--- config.mk ---
export PLATFORM = sky130hd
export DESIGN_NAME = axis_decimator
export DESIGN_NICKNAME = d
export VERILOG_FILES = /design/src/rtl/axis_decimator.sv
export SDC_FILE = /design/constraint.sdc
export NUM_CORES = 1
export LEC_CHECK = 0
export CORE_UTILIZATION = 23
export DETAILED_ROUTE_END_ITERATION = 6
export RECOVER_POWER = 50
export SYNTH_ARGS = -nofsm -noshare
export SYNTH_HDL_FRONTEND = slang
export SYNTH_SLANG_ARGS = --single-unit
--- constraint.sdc ---
create_clock -name aclk -period 11.7 [get_ports aclk]
set_input_delay 2.34 -clock aclk [delete_from_list [all_inputs] [get_ports aclk]]
set_output_delay 2.34 -clock aclk [all_outputs]
set_load 0.03 [all_outputs]
--- src/rtl/axis_decimator.sv ---
`timescale 1ns/1ps
// -----------------------------------------------------------------------------
// axis_decimator
//
// Purpose:
//   Keeps one of every N accepted AXI-Stream beats and drops the others.
//   It is meant to sit right after axis_moving_average: the average acts as the
//   anti-alias low-pass filter, and this block lowers the sample rate.
//
//   The first beat of each decimation window (phase 0) is kept. It is pushed
//   into a 2-entry output FIFO. The FIFO head drives m_axis_tdata. The slave
//   side ready depends only on the registered FIFO count, so there is no
//   combinational path from m_axis_tready to s_axis_tready.
//
// Parameters:
//   BUS_WIDTH   data width in bytes; tdata is 8*BUS_WIDTH bits
//   RATE_WIDTH  width of the rate port and of the phase counter
//
// Ports:
//   aclk           in   clock, rising edge
//   arstn          in   synchronous active-low reset
//   rate           in   decimation factor N (0 behaves as 1); it is sampled
//                       on each kept beat
//   m_axis_tdata   out  decimated sample (FIFO head)
//   m_axis_tvalid  out  output FIFO not empty (registered)
//   m_axis_tready  in   downstream ready
//   s_axis_tdata   in   input sample
//   s_axis_tvalid  in   input valid
//   s_axis_tready  out  block can accept a beat (FIFO not full, not in reset)
// -----------------------------------------------------------------------------
module axis_decimator #(
  parameter int BUS_WIDTH  = 1,
  parameter int RATE_WIDTH = 16
) (
  input  logic                   aclk,
  input  logic                   arstn,
  input  logic [RATE_WIDTH-1:0]  rate,
  output logic [8*BUS_WIDTH-1:0] m_axis_tdata,
  output logic                   m_axis_tvalid,
  input  logic                   m_axis_tready,
  input  logic [8*BUS_WIDTH-1:0] s_axis_tdata,
  input  logic                   s_axis_tvalid,
  output logic                   s_axis_tready
);

  localparam int DW = 8 * BUS_WIDTH;

  // Decimation state
  logic [RATE_WIDTH-1:0] phase_q, phase_d;
  logic [RATE_WIDTH-1:0] rate_q, rate_d;
  logic [RATE_WIDTH-1:0] rate_sane;
  logic [RATE_WIDTH-1:0] rate_eff;

  // Output FIFO state
  logic [DW-1:0] mem_q [2];
  logic          wr_ptr_q, wr_ptr_d;
  logic          rd_ptr_q, rd_ptr_d;
  logic [1:0]    count_q, count_d;
  logic          tvalid_q, tvalid_d;

  // Handshake and control terms
  logic in_beat;
  logic out_beat;
  logic keep;
  logic push;
  logic pop;

  // Ready comes only from the registered count and the reset pin. Backpressure
  // therefore reaches the upstream one cycle late. The second FIFO entry
  // absorbs the beat that is already in flight.
  assign s_axis_tready = arstn & (count_q != 2'd2);

  assign in_beat  = s_axis_tvalid & s_axis_tready;
  assign out_beat = tvalid_q & m_axis_tready;

  assign keep = (phase_q == '0);
  assign push = in_beat & keep;
  assign pop  = out_beat;

  assign rate_sane = (rate == '0) ? RATE_WIDTH'(1) : rate;

  // At phase 0 the window length is being latched on this very beat. The wrap
  // test must therefore use the freshly sampled value. Otherwise a switch
  // from a long rate to rate 1 would leave the phase counting toward the old
  // limit.
  assign rate_eff = keep ? rate_sane : rate_q;

  // ---------------------------------------------------------------------------
  // Next-state logic
  // ---------------------------------------------------------------------------
  always_comb begin
    phase_d  = phase_q;
    rate_d   = rate_q;
    wr_ptr_d = wr_ptr_q;
    rd_ptr_d = rd_ptr_q;
    count_d  = count_q;

    if (in_beat) begin
      if (phase_q == rate_eff - RATE_WIDTH'(1)) begin
        phase_d = '0;
      end else begin
        phase_d = phase_q + RATE_WIDTH'(1);
      end
    end

    if (push) begin
      rate_d   = rate_sane;
      wr_ptr_d = ~wr_ptr_q;
    end

    if (pop) begin
      rd_ptr_d = ~rd_ptr_q;
    end

    // Simultaneous push and pop leaves the occupancy unchanged. With one entry
    // held, the new beat is written behind the head being popped, so it
    // becomes the head on the next cycle.
    unique case ({push, pop})
      2'b10:   count_d = count_q + 2'd1;
      2'b01:   count_d = count_q - 2'd1;
      default: count_d = count_q;
    endcase

    tvalid_d = (count_d != 2'd0);
  end

  // ---------------------------------------------------------------------------
  // State registers
  // ---------------------------------------------------------------------------
  always_ff @(posedge aclk) begin
    if (!arstn) begin
      phase_q  <= '0;
      rate_q   <= RATE_WIDTH'(1);
      wr_ptr_q <= 1'b0;
      rd_ptr_q <= 1'b0;
      count_q  <= 2'd0;
      tvalid_q <= 1'b0;
    end else begin
      phase_q  <= phase_d;
      rate_q   <= rate_d;
      wr_ptr_q <= wr_ptr_d;
      rd_ptr_q <= rd_ptr_d;
      count_q  <= count_d;
      tvalid_q <= tvalid_d;
    end
  end

  // FIFO storage. The entries are cleared on reset so that m_axis_tdata
  // reads as zero until the first kept beat arrives.
  always_ff @(posedge aclk) begin
    if (!arstn) begin
      mem_q[0] <= '0;
      mem_q[1] <= '0;
    end else if (push) begin
      mem_q[wr_ptr_q] <= s_axis_tdata;
    end
  end

  // The head is selected by the registered read pointer, so tdata cannot
  // change while the beat is stalled.
  assign m_axis_tdata  = mem_q[rd_ptr_q];
  assign m_axis_tvalid = tvalid_q;

endmodule

Word-level counts from Yosys, hierarchy flattened
Memory sizes are Yosys's and may differ from the RTL's. A register that Yosys moved wholly into a read port is not among the register bits.
Cells that the tools add are included.
{ "op_classes": {"add_sub_neg": 4, "n_eq_ne": 4, "n_mux": 13, "bitwise": 6, "reduce_logical": 4} }
{ "ops": {"columns": ["op", "n"], "rows": [
  ["16-bit 2-to-1 mux", 3],
  ["16-bit zero test", 2],
  ["16-bit by 1-bit adder with 16-bit output (second input constant)", 1],
  ["16-bit equality test", 1],
  ["16-bit by 1-bit subtractor with 16-bit output (second input constant)", 1],
  ["1-bit 2-to-1 mux", 8],
  ["8-bit 2-to-1 mux", 1],
  ["8-bit OR reduction", 1],
  ["1-bit AND", 4],
  ["2-bit case mux with 2 select lines", 1],
  ["2-bit by 1-bit adder with 2-bit output (second input constant)", 1],
  ["2-bit by 1-bit equality test with 1-bit output (second input constant)", 1],
  ["2-bit equality test (second input constant)", 1],
  ["2-bit != test (second input constant)", 1],
  ["1-bit inverter", 2],
  ["2-bit nonzero test", 1],
  ["2-bit by 1-bit subtractor with 2-bit output (second input constant)", 1]
]} }
{ "totals": {"reg_bits": 37, "ramBits": 16, "out_inout_bits": 10, "elab_cells": 38, "n_memories": 1} }
{ "memory_table": {"columns": ["name", "words", "word_bits", "read_ports", "rd_ports_with_merged_regs", "write_ports", "line_no", "source"], "rows": [
  ["mem_q", 2, 8, 1, 1, 2, "55", "logic [DW-1:0] mem_q [2];"]
]} }

Depth between registers and ports, before layout
Gate-level depths: netlist of run 1.
{ "logic_depth": {"depth_word": 9, "mapped_depth": 17} }

Worst setup path before layout of run 1
Ideal clock, no wire load.
{ "synth_path": {"path_type": "input to output", "from": "input port arstn", "to": "output port s_axis_tready", "arrival_time_ps": 2959, "setup_slack_ps": 6401, "cell_stages": 2, "cell_sequence": "inv_1 > a21oi_1"} }
{ "synth_between": {"elab_chain_cells": 1} }
{ "synth_rtl": {"columns": ["element", "line_no", "source"], "rows": [
  ["start: declaration", "36", "input logic arstn,"],
  ["1-bit AND", "71", "assign s_axis_tready = arstn & (count_q != 2'd2);"],
  ["end: declaration", "43", "output logic s_axis_tready"]
]} }
No other way between the ends.

Worst setup path after layout of run 1
Ends and elaborated chain as after synthesis.

==> metrics, run 1 <==
PwrDens 130 mW/mm2; clk root buf clkbuf_16; CTS tree built; Pleak 0.00142 uW; cell area after layout 0.00409 mm2; Final nets 449; Placeable Area 0.0146 mm2; max-cap viol count 0; number of post-CTS setup repair buffers 0; DIE HEIGHT 125 um; Post-synth EDFFs 16; Worst-path clk slew 0.07 ns; wire length per cell 15.1 um; crit end category output pin; sw power 175 uW; P_int 356 uW; capture point of the worst reg-to-reg path phase_q[2]; CTS resizes 0; synth warn 0; largest cells by area after synthesis dfxtp_1, edfxtp_1, xnor2_1, nand2_1, nor2_1; Starting Density 23.7%; worst-margin pin slew 1.18 ns; hold endpoint rate_q[1]; cell taking the most area after synthesis dfxtp_1; top cells by count, synth nand2_1, dfxtp_1, nor2_1; Rows 44; R2R depth 14; vias in the first global route 2998; internal reg-to-reg setup slack 7.29 ns; Critical Path Start Type primary input; worst hold stages 2; fin crit share 56.9%; initial DRC count 293; Core Util, Final 28.1%; critical path fanouts, max 24; cell with the most instances after synthesis nand2_1; Clock power frac 29.6%; Layout fillers 1512; TritonRoute pass-1 iters 5; Clock Skews 0.00902 ns; Setup Crit Path Kind in -> out; sequential area share after synthesis 35.9%; Vias/cell 5.02; Flop pwr share 42.0%; remaining design rule violation count 0; HP Start rate_q[1]; first-pass GRT wire length 15300 um; hold buffers post-CTS 0; RePlAce Congestion 0.875; Synth Cell Area 0.00345 mm2; Clock Latency Late Sink 0.30 ns; ys async rst share 0%; data required time at the worst endpoint 9.36 ns; clock sinks 54; Comb power frac 28.4%; Fmax achieved 150 MHz; Synth top area share 22.0%; Die Wd 125 um; DRT antenna net count 0; RSZ-0062 raised after global routing false; total track usage 12.1%; DP Wirelength 6700 um; relative slew slack 21.1%; antenna violations before repair 0; full die area 0.0155 mm2; Sw Ratio 32.9%; Clock Path Buffers 2; port bufs 37; ant diodes 0; Hold Path Class reg -> reg; synthesized area per cell 8.76 um2; #FFs+latches synth 54; vias after detailed routing 3021; Max VDD drop 0.0000606 V; Worst EP arrival 4.32 ns; outcome finished, final reports clean; grt total ovfl 0; Tmin final 6.66 ns; CTS Buf Count 5; endpoints failing setup 0; Netlist cell types 61; Synth-to-Final Area Change 18.6%; fin. max-slew vios 0; Post-Synthesis Cells 394; synthesized netlist net count 426; Synth Flop Type dfxtp_1; I/O pins 38; largest net degree at the start of global routing 25; routed wire length 9070 um; layout cell share with drive strength beyond 1 9.09%; H-tree depth 2; Final Hold Fails 0; Reg-to-Reg Start phase_q[1]; placed cell area 0.00394 mm2; setup_tns 0 ns
-- worst max-delay path by stage --
stage	from	end	slack (ns)	cells after the start
6_report	arstn	s_axis_tready	5.04	4
5_1_grt	arstn	s_axis_tready	4.89	4
4_1_cts	arstn	s_axis_tready	5.07	4
3_5_place_dp	arstn	s_axis_tready	5.07	4
3_3_place_gp	arstn	s_axis_tready	5.14	4
2_1_floorplan	arstn	s_axis_tready	6.40	2
-- cells by family (layout without fill, tap and decap cells) --
group,count (synthesis),count (layout),share of synthesized area (%)
AOI/OAI and AO/OA,64,64,13.2
xor gates and xnor gates,37,37,9.38
adders and majority gates,4,4,1.45
buffers and inverters,34,58,4.71
DFF,54,54,35.9
muxes,17,17,5.22
and+or+nand+nor,184,184,30.1
-- sequential cells by signal, summed over array words and instances (netlist names), named ones only --
| register | count |
|---|---|
| rd_ptr_q | 1 |
| wr_ptr_q | 1 |
| mem_q | 16 |
| rate_q | 16 |
| count_q | 2 |
| phase_q | 16 |
| m_axis_tvalid | 1 |
-- stage by stage --
stage                     cells  total power (uW)  hold WS (ns)  setup slack [ns]
final                       602               530         0.503              5.04
after global routing        602               559         0.532              4.89
after CTS                   602               536         0.503              5.07
after detailed placement    594               378         0.493              5.07
after global placement      594               376         0.471              5.14
after floorplan             394               333         0.451              6.40
-- per-layer routing --
metal / share of wire (%) / wire, um / global-route usage, %
met1: 46 / 4170 / 16.0
met2: 46 / 4180 / 19.4
met3: 5.7 / 513 / 2.23
met4: 2.3 / 206 / 4.75
met5: 0 / 0 / 0
-- cells in the final DEF (no fill, tap or decap), types with 4 or more instances in the layout --
master            n
a41oi_1           4
nor2b_1           4
xnor2_1          25
nand2_1          47
ha_1              4
inv_1            13
mux2_2            8
a31oi_1           4
a21oi_1          19
dfxtp_1          38
nand4_1          11
nor2_1           32
and2_1            8
xor2_1           12
nand3_1          11
mux2i_1           9
clkdlybuf4s50_1  27
clkbuf_16         5
o21ai_1           5
dlygate4sd3_1    10
nor2_4            5
edfxtp_1         16
or4_1             6
nor2_2            5
nor4_1            6
nor3_1           15
and3_1           11
-- power by group through the flow --
stage	clock, uW	combinational, uW	sequential, uW
after floorplan	0	111	222
after global placement	0	150	226
after detailed placement	0	152	227
after CTS	161	153	223
after global routing	170	164	225
final	157	151	223
-- worst max-delay path, cell delays in order --
cell	delay, ns
dlygate4sd3_1	0.59
inv_1	0.34
a21oi_1	0.32
clkdlybuf4s50_1	0.71
-- cell type report --
type | instances | area [um2] | share of cell area (%)
inverter | 13 | 48.8 | 1.19
sequential | 54 | 1240 | 30.3
multi-input combinational | 306 | 2050 | 50.1
tap | 184 | 230 | 5.62
clock buffer | 5 | 125 | 3.06
clock inverter | 3 | 28.8 | 0.703
timing repair buffer | 37 | 370 | 9.05
Note: power is estimated with default switching activity, not from simulation.
==> run 2, diff against run 1 <==
Clock period 11.7 ns to 6.6 ns, I/O delays scaled along.
==> metrics, run 2 (synthesis results as in run 1) <==
full die area 0.0155 mm2; grt total ovfl 0; Pleak 0.00142 uW; DRT antenna net count 0; Vias/cell 5.05; data required time at the worst endpoint 6.77 ns; antenna violations before repair 0; max-cap viol count 0; cell area after layout 0.00410 mm2; top flop regs mem_q (16), phase_q (16), rate_q (16); number of post-CTS setup repair buffers 0; Worst EP arrival 5.28 ns; CTS Buf Count 5; Rows 44; fin. max-slew vios 0; layout cell share with drive strength beyond 1 9.05%; DIE HEIGHT 125 um; Final nets 451; Worst-path clk slew 0.07 ns; DP Wirelength 6910 um; Clock Skews 0.00659 ns; Top Family by Delay on Critical Path simple AND/OR/NAND/NOR gates; Clock power frac 28.3%; routed wire length 9420 um; worst-margin pin slew 0.858 ns; Sw Ratio 32.7%; Setup Crit Path Kind in -> reg; clk root buf clkbuf_16; RePlAce Congestion 0.935; Synth-to-Final Area Change 18.7%; Max VDD drop 0.0000866 V; clock sinks 54; endpoints failing setup 0; total track usage 12.5%; Comb power frac 29.2%; critical path fanouts, max 15; CTS tree built; Fmax achieved 196 MHz; most frequent cells in the layout nand2_1, dfxtp_1, nor2_1; P_int 626 uW; Largest stage delay, worst path 0.59 ns; H-tree depth 2; I/O pins 38; Critical Path Start Type primary input; first-pass GRT wire length 15800 um; commonest non-fill, non-tap cell in the layout nand2_1; TritonRoute pass-1 iters 5; Placeable Area 0.0146 mm2; Final Hold Fails 0; Flop pwr share 42.5%; CTS resizes 0; RSZ-0062 raised after global routing false; Critical-path top delay cell nor4_1; setup_tns 0 ns; Clock Latency Late Sink 0.30 ns; Starting Density 23.7%; crit end category flop; port bufs 37; Die Wd 125 um; sw power 304 uW; Clock Path Buffers 2; outcome finished, final reports clean; vias in the first global route 2954; Tmin final 5.11 ns; vias after detailed routing 3052; hold buffers post-CTS 0; largest net degree at the start of global routing 25; crit path cell chain clkdlybuf4s50_1, nor4_1, nand4_1, o31ai_1, mux2i_1, ha_1, or4b_1, nor3_1, nor3_1, a211oi_1, nor2_1, and4_1, a41o_4, nor2_1; remaining design rule violation count 0; relative slew slack 42.8%; initial DRC count 294; buffers plus inverters on the worst setup path 1; wire length per cell 15.6 um; placed cell area 0.00396 mm2; fin crit share 77.4%; ant diodes 0; PwrDens 227 mW/mm2; Hold Path Class reg -> reg
-- run 2: cell count changes in the layout (fill, tap and decap cells not counted), sizes merged --
cell	before	now
clkinv	1	3
inv	15	13
buf	0	1
clkbuf	5	6
-- run 2: power by group through the flow --
stage	clock [uW]	sequential, uW	combinational [uW]
3_5_place_dp	0	403	275
4_1_cts	275	395	277
3_3_place_gp	0	402	275
6_report	263	395	272
5_1_grt	286	399	298
2_1_floorplan	0	394	198
-- run 2: cell type report --
type	instances	area, um2
fill	1526	10500
multi-input combinational	306	2050
sequential	54	1240
timing repair buffer	39	382
tap	184	230
clock buffer	5	125
inverter	13	48.8
clock inverter	3	21.3
-- run 2: stage by stage --
stage / instances / power (uW) / setup slack (ns) / util, % / hold slack (ns)
floorplan: 394 / 591 / 2.32 / - / 0.451
global placement: 596 / 676 / 1.47 / 27.1 / 0.473
detailed placement: 596 / 678 / 1.29 / 27.1 / 0.483
CTS: 604 / 947 / 1.59 / 28.1 / 0.495
global route: 604 / 983 / 1.21 / 28.1 / 0.528
finish: 604 / 930 / 1.49 / 28.1 / 0.499
-- run 2: final timing paths --
path                                 start          to  cells after the start  slack, ns
worst max-delay path               rate[9]  phase_q[3]                     14       1.49
worst min-delay path             rate_q[1]   rate_q[1]                      2       0.50
worst max register to register  phase_q[0]  phase_q[3]                     14       2.20
worst min register to register   rate_q[1]   rate_q[1]                      2       0.50
-- run 2: worst min-delay path, stage by stage (launching register included) --
cell	delay [ns]
dfxtp_1	0.34
nand2_1	0.07
a21oi_1	0.05
-- run 2: layer usage --
metal	vias to the layer above	track usage (%)	wire length [um]
li1	1466	-	-
met1	1462	16.6	4230
met2	114	20.2	4390
met3	10	3.01	678
met4	0	3.47	118
met5	-	0	0
==> run 3, diff against run 2 <==
Clock period 6.6 ns to 5.3 ns, I/O delays scaled along.
==> metrics, run 3 (synthesis results as in run 1) <==
vias in the first global route 2912; data required time at the worst endpoint 5.48 ns; multi-input logic area 0.00205 mm2; Layout fillers 1499; vias after detailed routing 3052; initial DRC count 227; Vias/cell 5.01; CTS tree built; total track usage 12.5%; Rows 44; largest net degree at the start of global routing 24; hold buffers post-CTS 0; Tmin final 4.79 ns; Clock Latency Late Sink 0.30 ns; Synth-to-Final Area Change 19.9%; RePlAce Congestion 0.908; wire length per cell 16.0 um; CP startpoint rate[9]; remaining design rule violation count 0; ant diodes 0; Critical-path top delay cell nor4_1; Critical Path End phase_q[2]; Worst EP arrival 4.97 ns; number of post-CTS setup repair buffers 0; outcome finished, final reports clean; worst-margin pin slew 1.18 ns; relative slew slack 21.4%; DRT antenna net count 0; crit path cell chain clkdlybuf4s50_1, nor4_1, nand4_1, o31ai_1, mux2i_1, ha_1, or4b_1, o31a_1, nor3_1, a31oi_1, xnor2_1, o211a_1, a41o_4, nor2_1; clk root buf clkbuf_16; Final nets 456; Fmax achieved 209 MHz; top flop regs mem_q (16), phase_q (16), rate_q (16); I/O pins 38; first-pass GRT wire length 15600 um; critical path fanouts, max 15; clock sinks 54; crit end category flop; layout cell share with drive strength beyond 1 10.1%; most frequent cells in the layout nand2_1, dfxtp_1, nor2_1; Starting Density 23.7%; Setup Crit Path Kind in -> reg; Clock Path Buffers 2; H-tree depth 2; CTS Buf Count 5; Placeable Area 0.0146 mm2; endpoints failing setup 0; port bufs 37; FF+latch area 0.00124 mm2; R2R depth 14; PwrDens 286 mW/mm2; max-cap viol count 0; hold_ws 0.497 ns; Die Wd 125 um; commonest non-fill, non-tap cell in the layout nand2_1; Critical Path Start Type primary input; Final Hold Fails 0; TritonRoute pass-1 iters 5; Pleak 0.00144 uW; fin. max-slew vios 0; full die area 0.0155 mm2; antenna violations before repair 0; fin crit share 90.4%; setup_tns 0 ns; capture point of the worst reg-to-reg path phase_q[2]; Hold Path Class reg -> reg; grt total ovfl 0; routed wire length 9760 um; RSZ-0062 raised after global routing false; DP Wirelength 7160 um; Reg-to-Reg Start phase_q[0]; Worst-path clk slew 0.08 ns; internal reg-to-reg setup slack 0.82 ns; Core Util, Final 28.4%; DIE HEIGHT 125 um; Max VDD drop 0.000134 V; Largest stage delay, worst path 0.62 ns; Clock Skews 0.00878 ns; CTS resizes 0
## run 3: worst min path at each step
stage / endpoint / cells past startpoint / startpoint / slack, ns
floorplan: rate_q[10] / 2 / rate_q[10] / 0.45
global placement: rate_q[1] / 2 / rate_q[1] / 0.47
detailed placement: rate_q[1] / 2 / rate_q[1] / 0.48
CTS: rate_q[1] / 2 / rate_q[1] / 0.49
global route: rate_q[1] / 2 / rate_q[1] / 0.53
finish: rate_q[1] / 2 / rate_q[1] / 0.50
## run 3: per-stage QoR
stage | power [uW] | area, um2 | worst slack, ns | std cells
floorplan | 736 | 3450 | 1.28 | 394
global placement | 847 | 3990 | 0.402 | 601
detailed placement | 851 | 3990 | 0.283 | 601
CTS | 1200 | 4150 | 0.553 | 609
global route | 1240 | 4140 | 0.141 | 609
finish | 1190 | 4140 | 0.508 | 609
## run 3: layout make-up
class,count,share of cell area [%]
well taps,184,5.56
clock inverters,3,0.695
multi-input cells,306,49.5
repair buffers,44,10.0
clock buffers,5,3.02
inverters,13,1.18
flip-flops and latches,54,30.0
## run 3: critical path: cells and delay by family
kind / cells / cell delay, ns
compound gates: 5 / 1.33
xor+xnor: 1 / 0.14
fa+ha+maj: 1 / 0.32
buf+inv: 1 / 0.55
mux: 1 / 0.18
simple gates: 5 / 1.37
## run 3: layer usage
metal | vias to the layer above | share of wire [%] | GRT usage (%)
met3 | 9 | 6.1 | 2.58
met1 | 1452 | 45 | 16.7
met4 | 0 | 0.91 | 3.19
li1 | 1483 | - | -
met2 | 108 | 48 | 20.3
met5 | - | 0 | 0
## run 3: power by group
group / total, uW / internal [uW] / switching (uW) / leakage (uW)
clock network: 349 / 181 / 168 / 0.0000759
registers: 491 / 457 / 33.7 / 0.000476
logic: 346 / 150 / 196 / 0.000892
